## config.mk

```make
export PLATFORM = sky130hd
export DESIGN_NAME = imem_loader
export DESIGN_NICKNAME = d
export VERILOG_FILES = /design/src/rtl/loader_pkg.sv /design/src/rtl/word_assembler.sv /design/src/rtl/imem_loader.sv
export SDC_FILE = /design/constraint.sdc
export NUM_CORES = 1
export LEC_CHECK = 0
export ABC_AREA = 1
export BUFFER_PORTS_ARGS = -buffer_cell sky130_fd_sc_hd__buf_4
export CORE_MARGIN = 4
export CORE_UTILIZATION = 32
export CTS_CLUSTER_SIZE = 14
export DETAILED_ROUTE_END_ITERATION = 16
export SLEW_MARGIN = 20
export SYNTH_ARGS = -nofsm -noshare
export SYNTH_HDL_FRONTEND = slang
export SYNTH_SLANG_ARGS = --single-unit
```

## constraint.sdc

```tcl
create_clock -name clock -period 4.3 [get_ports clock]
set_input_delay 0.215 -clock clock [delete_from_list [all_inputs] [get_ports clock]]
set_output_delay 0.215 -clock clock [all_outputs]
set_load 0.005 [all_outputs]
```

## src/rtl/loader_pkg.sv

```systemverilog
// Shared FSM encoding, error codes and frame constants for the instruction-memory loader.
package loader_pkg;

    typedef enum logic [2:0] {
        ST_WAIT,
        ST_HDR0,
        ST_HDR1,
        ST_DATA,
        ST_CHK,
        ST_DONE,
        ST_ERR
    } loader_state_t;

    localparam logic [1:0] LD_ERR_NONE  = 2'b00;
    localparam logic [1:0] LD_ERR_COUNT = 2'b01;
    localparam logic [1:0] LD_ERR_CSUM  = 2'b10;

    localparam int LD_HDR_BYTES = 2;

endpackage

```

## src/rtl/word_assembler.sv

```systemverilog
// Packs four accepted bytes little-endian into a word; o_word_vld fires combinationally with the 4th byte.
// No backpressure of its own: it consumes whatever i_vld presents; i_clr restarts the byte count.
module word_assembler (
    input  logic        clock,
    input  logic        reset_n,
    input  logic        i_clr,
    input  logic        i_vld,
    input  logic [7:0]  i_byte,
    output logic        o_word_vld,
    output logic [31:0] o_word
);
    logic [1:0]  r_idx;
    logic [23:0] r_bytes;

    always_ff @(posedge clock or negedge reset_n) begin
        if (!reset_n) begin
            r_idx   <= 2'd0;
            r_bytes <= 24'd0;
        end else if (i_clr) begin
            r_idx <= 2'd0;
        end else if (i_vld) begin
            r_idx <= r_idx + 2'd1;
            case (r_idx)
                2'd0:    r_bytes[7:0]   <= i_byte;
                2'd1:    r_bytes[15:8]  <= i_byte;
                2'd2:    r_bytes[23:16] <= i_byte;
                default: ;
            endcase
        end
    end

    assign o_word_vld = i_vld && !i_clr && (r_idx == 2'd3);
    assign o_word     = {i_byte, r_bytes};

endmodule

```

## src/rtl/imem_loader.sv

```systemverilog
// Boot loader: framed byte stream -> registered imem writes one cycle after each word's last byte; core held in reset until checksum matches.
// in_ready is high only in header/data/checksum states, so the host stalls in WAIT, DONE and ERR.
module imem_loader
    import loader_pkg::*;
#(
    parameter int ADDR_WIDTH = 8,
    parameter int BASE_ADDR  = 0
) (
    input  logic                  clock,
    input  logic                  reset_n,
    input  logic                  in_valid,
    input  logic [7:0]            in_data,
    output logic                  in_ready,
    input  logic                  reload,
    output logic                  imem_we,
    output logic [ADDR_WIDTH-1:0] imem_addr,
    output logic [31:0]           imem_wdata,
    output logic                  core_reset,
    output logic                  done,
    output logic [1:0]            error
);
    loader_state_t         r_state;
    logic [7:0]            r_cnt_lo;
    logic [7:0]            r_csum;
    logic [15:0]           r_count;
    logic [16:0]           r_widx;
    logic                  r_we;
    logic [ADDR_WIDTH-1:0] r_addr;
    logic [31:0]           r_wdata;
    logic                  r_core_reset;
    logic                  r_done;
    logic [1:0]            r_error;

    logic                  w_accept;
    logic [15:0]           w_count;
    logic                  w_last;
    logic                  w_clr;
    logic                  w_word_vld;
    logic [31:0]           w_word;

    assign in_ready = (r_state == ST_HDR0) || (r_state == ST_HDR1) ||
                      (r_state == ST_DATA) || (r_state == ST_CHK);
    assign w_accept = in_valid && in_ready;
    assign w_count  = {in_data, r_cnt_lo};
    assign w_last   = (r_widx == ({1'b0, r_count} - 17'd1));
    assign w_clr    = reload && ((r_state == ST_DONE) || (r_state == ST_ERR));

    word_assembler u_asm (
        .clock      (clock),
        .reset_n    (reset_n),
        .i_clr      (w_clr),
        .i_vld      (w_accept && (r_state == ST_DATA)),
        .i_byte     (in_data),
        .o_word_vld (w_word_vld),
        .o_word     (w_word)
    );

    always_ff @(posedge clock or negedge reset_n) begin
        if (!reset_n) begin
            r_state      <= ST_WAIT;
            r_cnt_lo     <= 8'd0;
            r_csum       <= 8'd0;
            r_count      <= 16'd0;
            r_widx       <= 17'd0;
            r_we         <= 1'b0;
            r_addr       <= '0;
            r_wdata      <= 32'd0;
            r_core_reset <= 1'b1;
            r_done       <= 1'b0;
            r_error      <= LD_ERR_NONE;
        end else begin
            r_we <= w_word_vld;
            if (w_word_vld) begin
                // Wrap past the top of memory is intentional: only N is bounded, not BASE_ADDR+N.
                r_addr  <= ADDR_WIDTH'(BASE_ADDR) + r_widx[ADDR_WIDTH-1:0];
                r_wdata <= w_word;
            end
            case (r_state)
                ST_WAIT: r_state <= ST_HDR0;
                ST_HDR0: if (w_accept) begin
                    r_cnt_lo <= in_data;
                    r_csum   <= r_csum ^ in_data;
                    r_state  <= ST_HDR1;
                end
                ST_HDR1: if (w_accept) begin
                    r_csum  <= r_csum ^ in_data;
                    r_count <= w_count;
                    if ({1'b0, w_count} > (17'd1 << ADDR_WIDTH)) begin
                        r_state <= ST_ERR;
                        r_error <= LD_ERR_COUNT;
                    end else if (w_count == 16'd0) begin
                        r_state <= ST_CHK;
                    end else begin
                        r_state <= ST_DATA;
                    end
                end
                ST_DATA: if (w_accept) begin
                    r_csum <= r_csum ^ in_data;
                    if (w_word_vld) begin
                        r_widx <= r_widx + 17'd1;
                        if (w_last) r_state <= ST_CHK;
                    end
                end
                ST_CHK: if (w_accept) begin
                    if (in_data == r_csum) begin
                        r_state      <= ST_DONE;
                        r_done       <= 1'b1;
                        r_core_reset <= 1'b0;
                    end else begin
                        r_state <= ST_ERR;
                        r_error <= LD_ERR_CSUM;
                    end
                end
                ST_DONE, ST_ERR: if (reload) begin
                    r_state      <= ST_HDR0;
                    r_csum       <= 8'd0;
                    r_widx       <= 17'd0;
                    r_done       <= 1'b0;
                    r_error      <= LD_ERR_NONE;
                    r_core_reset <= 1'b1;
                end
                default: r_state <= ST_WAIT;
            endcase
        end
    end

    assign imem_we    = r_we;
    assign imem_addr  = r_addr;
    assign imem_wdata = r_wdata;
    assign core_reset = r_core_reset;
    assign done       = r_done;
    assign error      = r_error;

endmodule

```

Word level (Yosys, flattened, before mapping)
Index checks and enable logic that the tools add are counted.

storage, ports and cells
  memories = 0
  RAM bits = 0
  memory bits (read-only) = 0
  output and inout bits = 46
  input port bits = 12
  register bits after elaboration = 123
  latch bits = 0

operators by class
  $lt $le $gt $ge = 1
  shifts and indexed selects = 0
  eq/ne operators = 22
  reductions and logical operators = 30
  multipliers = 0
  add/sub/neg operators = 3
  mux-type cells = 34
  divide/modulo/power cells = 0
  bitwise gates (word level) = 2

operators with widths
  cell                     count
  $mux W17                 3
  $pmux W17 S2             1
  $mux W3                  9
  $pmux W3 S6              1
  $add A17 B1 Y17 const B  1
  $eq A17 B17 Y1           1
  $sub A16 B1 Y17 const B  1
  $gt A16 B9 Y1 const B    1
  $logic_not A16 Y1        1
  $mux W2                  8
  $mux W8                  2
  $ne A2 B2 Y1 const B     8
  $pmux W8 S2              1
  $reduce_and A3 Y1        4
  $eq A3 B3 Y1 const B     3
  $eq A8 B8 Y1             1
  $reduce_and A4 Y1        2
  $reduce_bool A2 Y1       4
  $xor A8 B8 Y8            1
  $reduce_and A7 Y1        1
  $eq A3 B2 Y1 const B     2
  $mux W1                  6
  $ne A2 B1 Y1 const B     3
  $pmux W2 S3              1
  other kinds (16)         26

Logic depth before layout (Yosys ltp)
  word-level depth = 11
  mapped depth = 16
  gate-level depth less buffers = 16

Modules after synthesis
Synthesis repeated with hierarchy kept, for this count alone.

unflattened totals
  cell total of the unflattened synthesis = 708
  area total of the unflattened synthesis = 6162.2 µm²

by module, submodules not included
  module          cells each  area an instance (µm²)  instances
  imem_loader     574         4931.0                  1
  word_assembler  134         1231.2                  1

Worst setup path before layout
No wires, ideal clock.

  path kind = reg2reg
  from = register r_count[0]
  to = register r_state[1]
  arrival = 1612 ps
  path slack = 2571 ps
  stages on the path, launching flop included = 16
  period minus slack after synthesis = 1729 ps
  required time = 4183 ps
  library setup time = 117 ps
  path through = dfrtp_1 > inv_1 > ha_1 > nand2_1 > nor2_1 > nand2_1 > nand3_1 > nand2_1 > nor2_1 > nand2_1 > nor2_1 > nand2_1 > nand2_2 > nand2_1 > nand2_1 > nand2_1

on the way
  longest elaborated chain between the ends = 4

ends and longest elaborated chain
  what                         RTL line           RTL
  start: declaration           imem_loader.sv:25  logic [15:0] r_count;
  start signal: assignment     imem_loader.sv:87  r_count <= w_count;
  $sub A16 B1 Y17              imem_loader.sv:45  assign w_last = (r_widx == ({1'b0, r_count} - 17'd1));
  $eq A17 B17 Y1               imem_loader.sv:45
  $ne A2 B2 Y1 (no line)       -
  $reduce_and A7 Y1 (no line)  -
  end signal: assignment       imem_loader.sv:60  r_state <= ST_WAIT;
  end signal: assignment       imem_loader.sv:79  ST_WAIT: r_state <= ST_HDR0;
  end signal: assignment       imem_loader.sv:83  r_state <= ST_HDR1;
  end: declaration             imem_loader.sv:22  loader_state_t r_state;

Every way passes these cells.
A chain may end at the register's enable or synchronous reset.

Worst setup path after layout
  from = register r_state[2]
  to = register r_state[0]

on the way
  longest elaborated chain between the ends = 10

ends and longest elaborated chain
  what                                          RTL line                              RTL
  $eq A3 B1 Y1 or $eq A3 B2 Y1 (tied branches)  imem_loader.sv:41, imem_loader.sv:78
  $logic_or A1 B1 Y1 (2 in a row)               imem_loader.sv:41                     assign in_ready = (r_state == ST_HDR0) || (r_state == ST_HDR1) ||
  $logic_or A1 B1 Y1                            imem_loader.sv:42                     (r_state == ST_DATA) || (r_state == ST_CHK);
  $logic_and A1 B1 Y1                           imem_loader.sv:43                     assign w_accept = in_valid && in_ready;
  $logic_and A1 B1 Y1                           imem_loader.sv:52                     .i_vld (w_accept && (r_state == ST_DATA)),
  $logic_and A1 B1 Y1 (2 in a row)              word_assembler.sv:32                  assign o_word_vld = i_vld && !i_clr && (r_idx == 2'd3);
  $ne A2 B2 Y1 (no line)                        -
  $reduce_and A7 Y1 (no line)                   -

Several ways; a longest one is shown, not always the timed one.

==> impl_metrics.toml <==
[final_layout]
synthToLayoutAreaGrowth_pct = 20.74
n_antenna_cell = 0
most-common-layout-cells = "nand2_1, dfrtp_1, o21ai_0"
layout_commonest_cell = "nand2_1"
stdcell_count = 1040
utilization_pct = 39.54
drive_gt1_share_pct = 14.80
nets = 816

[clock_tree]
clkTransAtPathRegs_ps = 60
clockBufferDepth = 2
cts_repair_resize_count = 0
cts_buffers = 17
cts_tree = "built"
cts.sinks = 123
cts_root_buf = "clkbuf_16"
insertion_delay_ps = 410
cts_max_level = 4

[route]
drt-vias-per-instance = 4.667
vias = 4854
antenna_left = 0
drcViolationCount = 0
wl_per_cell_um = 13.63
first_pass_iters = 5
drt-initial-drc-count = 353
wirelength_mm = 14.17

[critical_path]
cpPeakStageDelay_ps = 400
critPathLaunchType = "flop"
cp_cell_sequence = "inv_1, nand2_4, nor2_8, nand2_4, nor3_1, nand2_1, nor2_1, nand2_1, nand2_2, nand2_1, nand2_1, nand2_1"
critPathKind = "reg -> reg"
cp_common_cell = "nand2_1"
cp_slowest_cell = "dfrtp_1"
cp.required_ps = 4600
cp.arrival_ps = 2550
cp_max_fo = 60
cp-end-kind = "flop"

[min_path]
min_path_type = "in -> reg"

[floorplanning]
die_w_um = 144.1
core_sq_mm = 0.01809
row_count = 49
start_util_pct = 32.75
die-area_sq_mm = 0.02075
fp.dieH_um = 144.1
ios = 58

[timing]
holdWs_ps = 138.1
finalCriticalPeriod_ps = 2247
finalHoldViolCount = 0
finalSetupTns_ps = 0
skew_ps = 6.690
period_share_pct = 52.26
maxSlewHeadroom_pct = 37.29
setup_viol = 0
rsz0062_at_grt = "false"
fmax_mhz = 445.0
finalMaxSlewViolations = 0
tightest_slew_ps = 940.7

[logic_synthesis]
syn-cell-area_sq_mm = 0.005923
yosysUniqueCellTypes = 40
synth-seq-area-share_pct = 51.99
yosys.area_share.adder_pct = 1.267
synth-seq-cells = 123
synth_area_per_cell_sq_um = 8.059
synth_nets = 753
synth_top_family_by_area = "simple AND/OR/NAND/NOR gates"
synth-simple-area-share_pct = 27.84
muxShareOfSynthArea_pct = 0.1690
ys.flop_type = "dfrtp_1"
synth_compound_gate_area_share_pct = 10.41
synth-edff-count = 0
netlist_instances = 735
yosysWarnings = 0
synth_xor_area_share_pct = 2.366
async_flop_share_pct = 100.0

[pwr]
ir_drop_mv = 0.3602
power_density_mw_per_mm2 = 619.6
total_power_mw = 4.431
p_leak_nw = 3.629

[status]
outcome = "complete, no violations"

[global_route]
antenna_found_initial = 0
grt_use_met2_pct = 21.26
grt_pass1_wl_mm = 23.89
grt_util_all_layers_pct = 14.60
grt_pass1_vias = 4679
grt_use_met3_pct = 3.108
met1_usage_pct = 21.70
grt_max_degree = 75
busiest_layer = "met1"
grt_overflow = 0

[place]
gp_congestion = 0.8269
port_buffers = 57
dp.cells = 1007
hpwlAfterDp_mm = 9.891

[run]
drv_cap = 0
[cell families (layout without fill, tap and decap cells)]
| logic type | after synthesis | after routing |
|---|---|---|
| multiplexers | 1 | 1 |
| XOR/XNOR | 16 | 16 |
| AO/OA/AOI/OAI | 118 | 118 |
| adder cells (fa/ha/maj) | 6 | 6 |
| flip-flops | 123 | 123 |
| buffers and inverters | 90 | 166 |
| AND/OR/NAND/NOR | 381 | 381 |
[final cells by class]
cell class                      count  area, sq um
Clock buffer                       18        429.2
Clock inverter                     14        122.6
Fill cell                        1857        10930
Inverter                           74        290.3
Multi-Input combinational cell    522         2491
Sequential cell                   123         3079
Tap cell                          229        286.5
Timing Repair Buffer               60        452.9
[path summary, 6_finish.rpt]
check | start | depth (start not counted) | to | slack [ps]
max in group asynchronous | reset_n | 3 | imem_addr[4] | 2850
hold reg to reg | u_asm.r_bytes[4] | 2 | imem_wdata[4] | 470
setup reg to reg | r_state[2] | 12 | r_state[0] | 2050
hold / removal | in_data[7] | 4 | r_csum[7] | 140
min in group asynchronous | reset_n | 2 | u_asm.r_bytes[12] | 490
setup / recovery | r_state[2] | 12 | r_state[0] | 2050
[synth_stat cells, types with 2 or more instances]
cell type / instances / area share, %
nand2_2: 2 / 0.21
nor3_2: 2 / 0.34
dfrtp_1: 122 / 52
inv_1: 67 / 4.2
nand2_4: 3 / 0.57
a21oi_1: 12 / 1.0
buf_1: 2 / 0.13
nand2_1: 263 / 17
nor3_1: 4 / 0.34
xnor2_1: 11 / 1.6
ha_1: 6 / 1.3
nand3b_1: 4 / 0.51
xor2_1: 5 / 0.74
nand3_1: 32 / 2.7
and2_1: 2 / 0.21
clkbuf_1: 12 / 0.76
nand4_1: 7 / 0.74
inv_2: 5 / 0.32
a21oi_2: 2 / 0.30
nor2_2: 4 / 0.42
o21ai_0: 96 / 8.1
nor2_1: 50 / 3.2
o21ai_1: 3 / 0.25
nor2_4: 2 / 0.38
buf_2: 2 / 0.17
[report_power, final]
| part | total [mW] | switching (mW) | internal (mW) |
|---|---|---|---|
| sequential | 1.73 | 0.247 | 1.48 |
| clock | 1.34 | 0.542 | 0.794 |
| combinational | 1.37 | 0.855 | 0.513 |
[worst max-delay path, delay by kind of cell (launching register included)]
family | cells | cell delay (ps)
simple gates | 11 | 1530
buf+inv | 1 | 150
flops | 1 | 400
[routing by layer]
layer	wire length [um]	part of all wire [%]
met1	7257	51
met2	6186	44
met3	569	4.0
met4	160	1.1
met5	0	0
[sequential cells by signal, indices dropped and copies added (netlist names), 2 cells and up]
register       flops
imem_wdata        32
u_asm.r_bytes     24
r_widx            17
r_count           16
imem_addr          8
r_cnt_lo           8
r_csum             8
r_state            3
error              2
u_asm.r_idx        2
[through the flow]
step | worst slack, ps | instance area (sq um)
detailed placement | 2029 | 6590
finish | 2053 | 7152
global route | 1782 | 7152
floorplan | 2571 | 5923
CTS | 2015 | 7152
global placement | 2024 | 6590
[timing repair]
| action | in CTS | in global routing |
|---|---|---|
| endpoints found under the setup margin | 0 | 0 |
| setup buffers | 0 | 0 |
| hold buffers | 1 | 0 |
| hold endpoints to repair | 71 | 0 |
(Power assumes the default switching activity.)
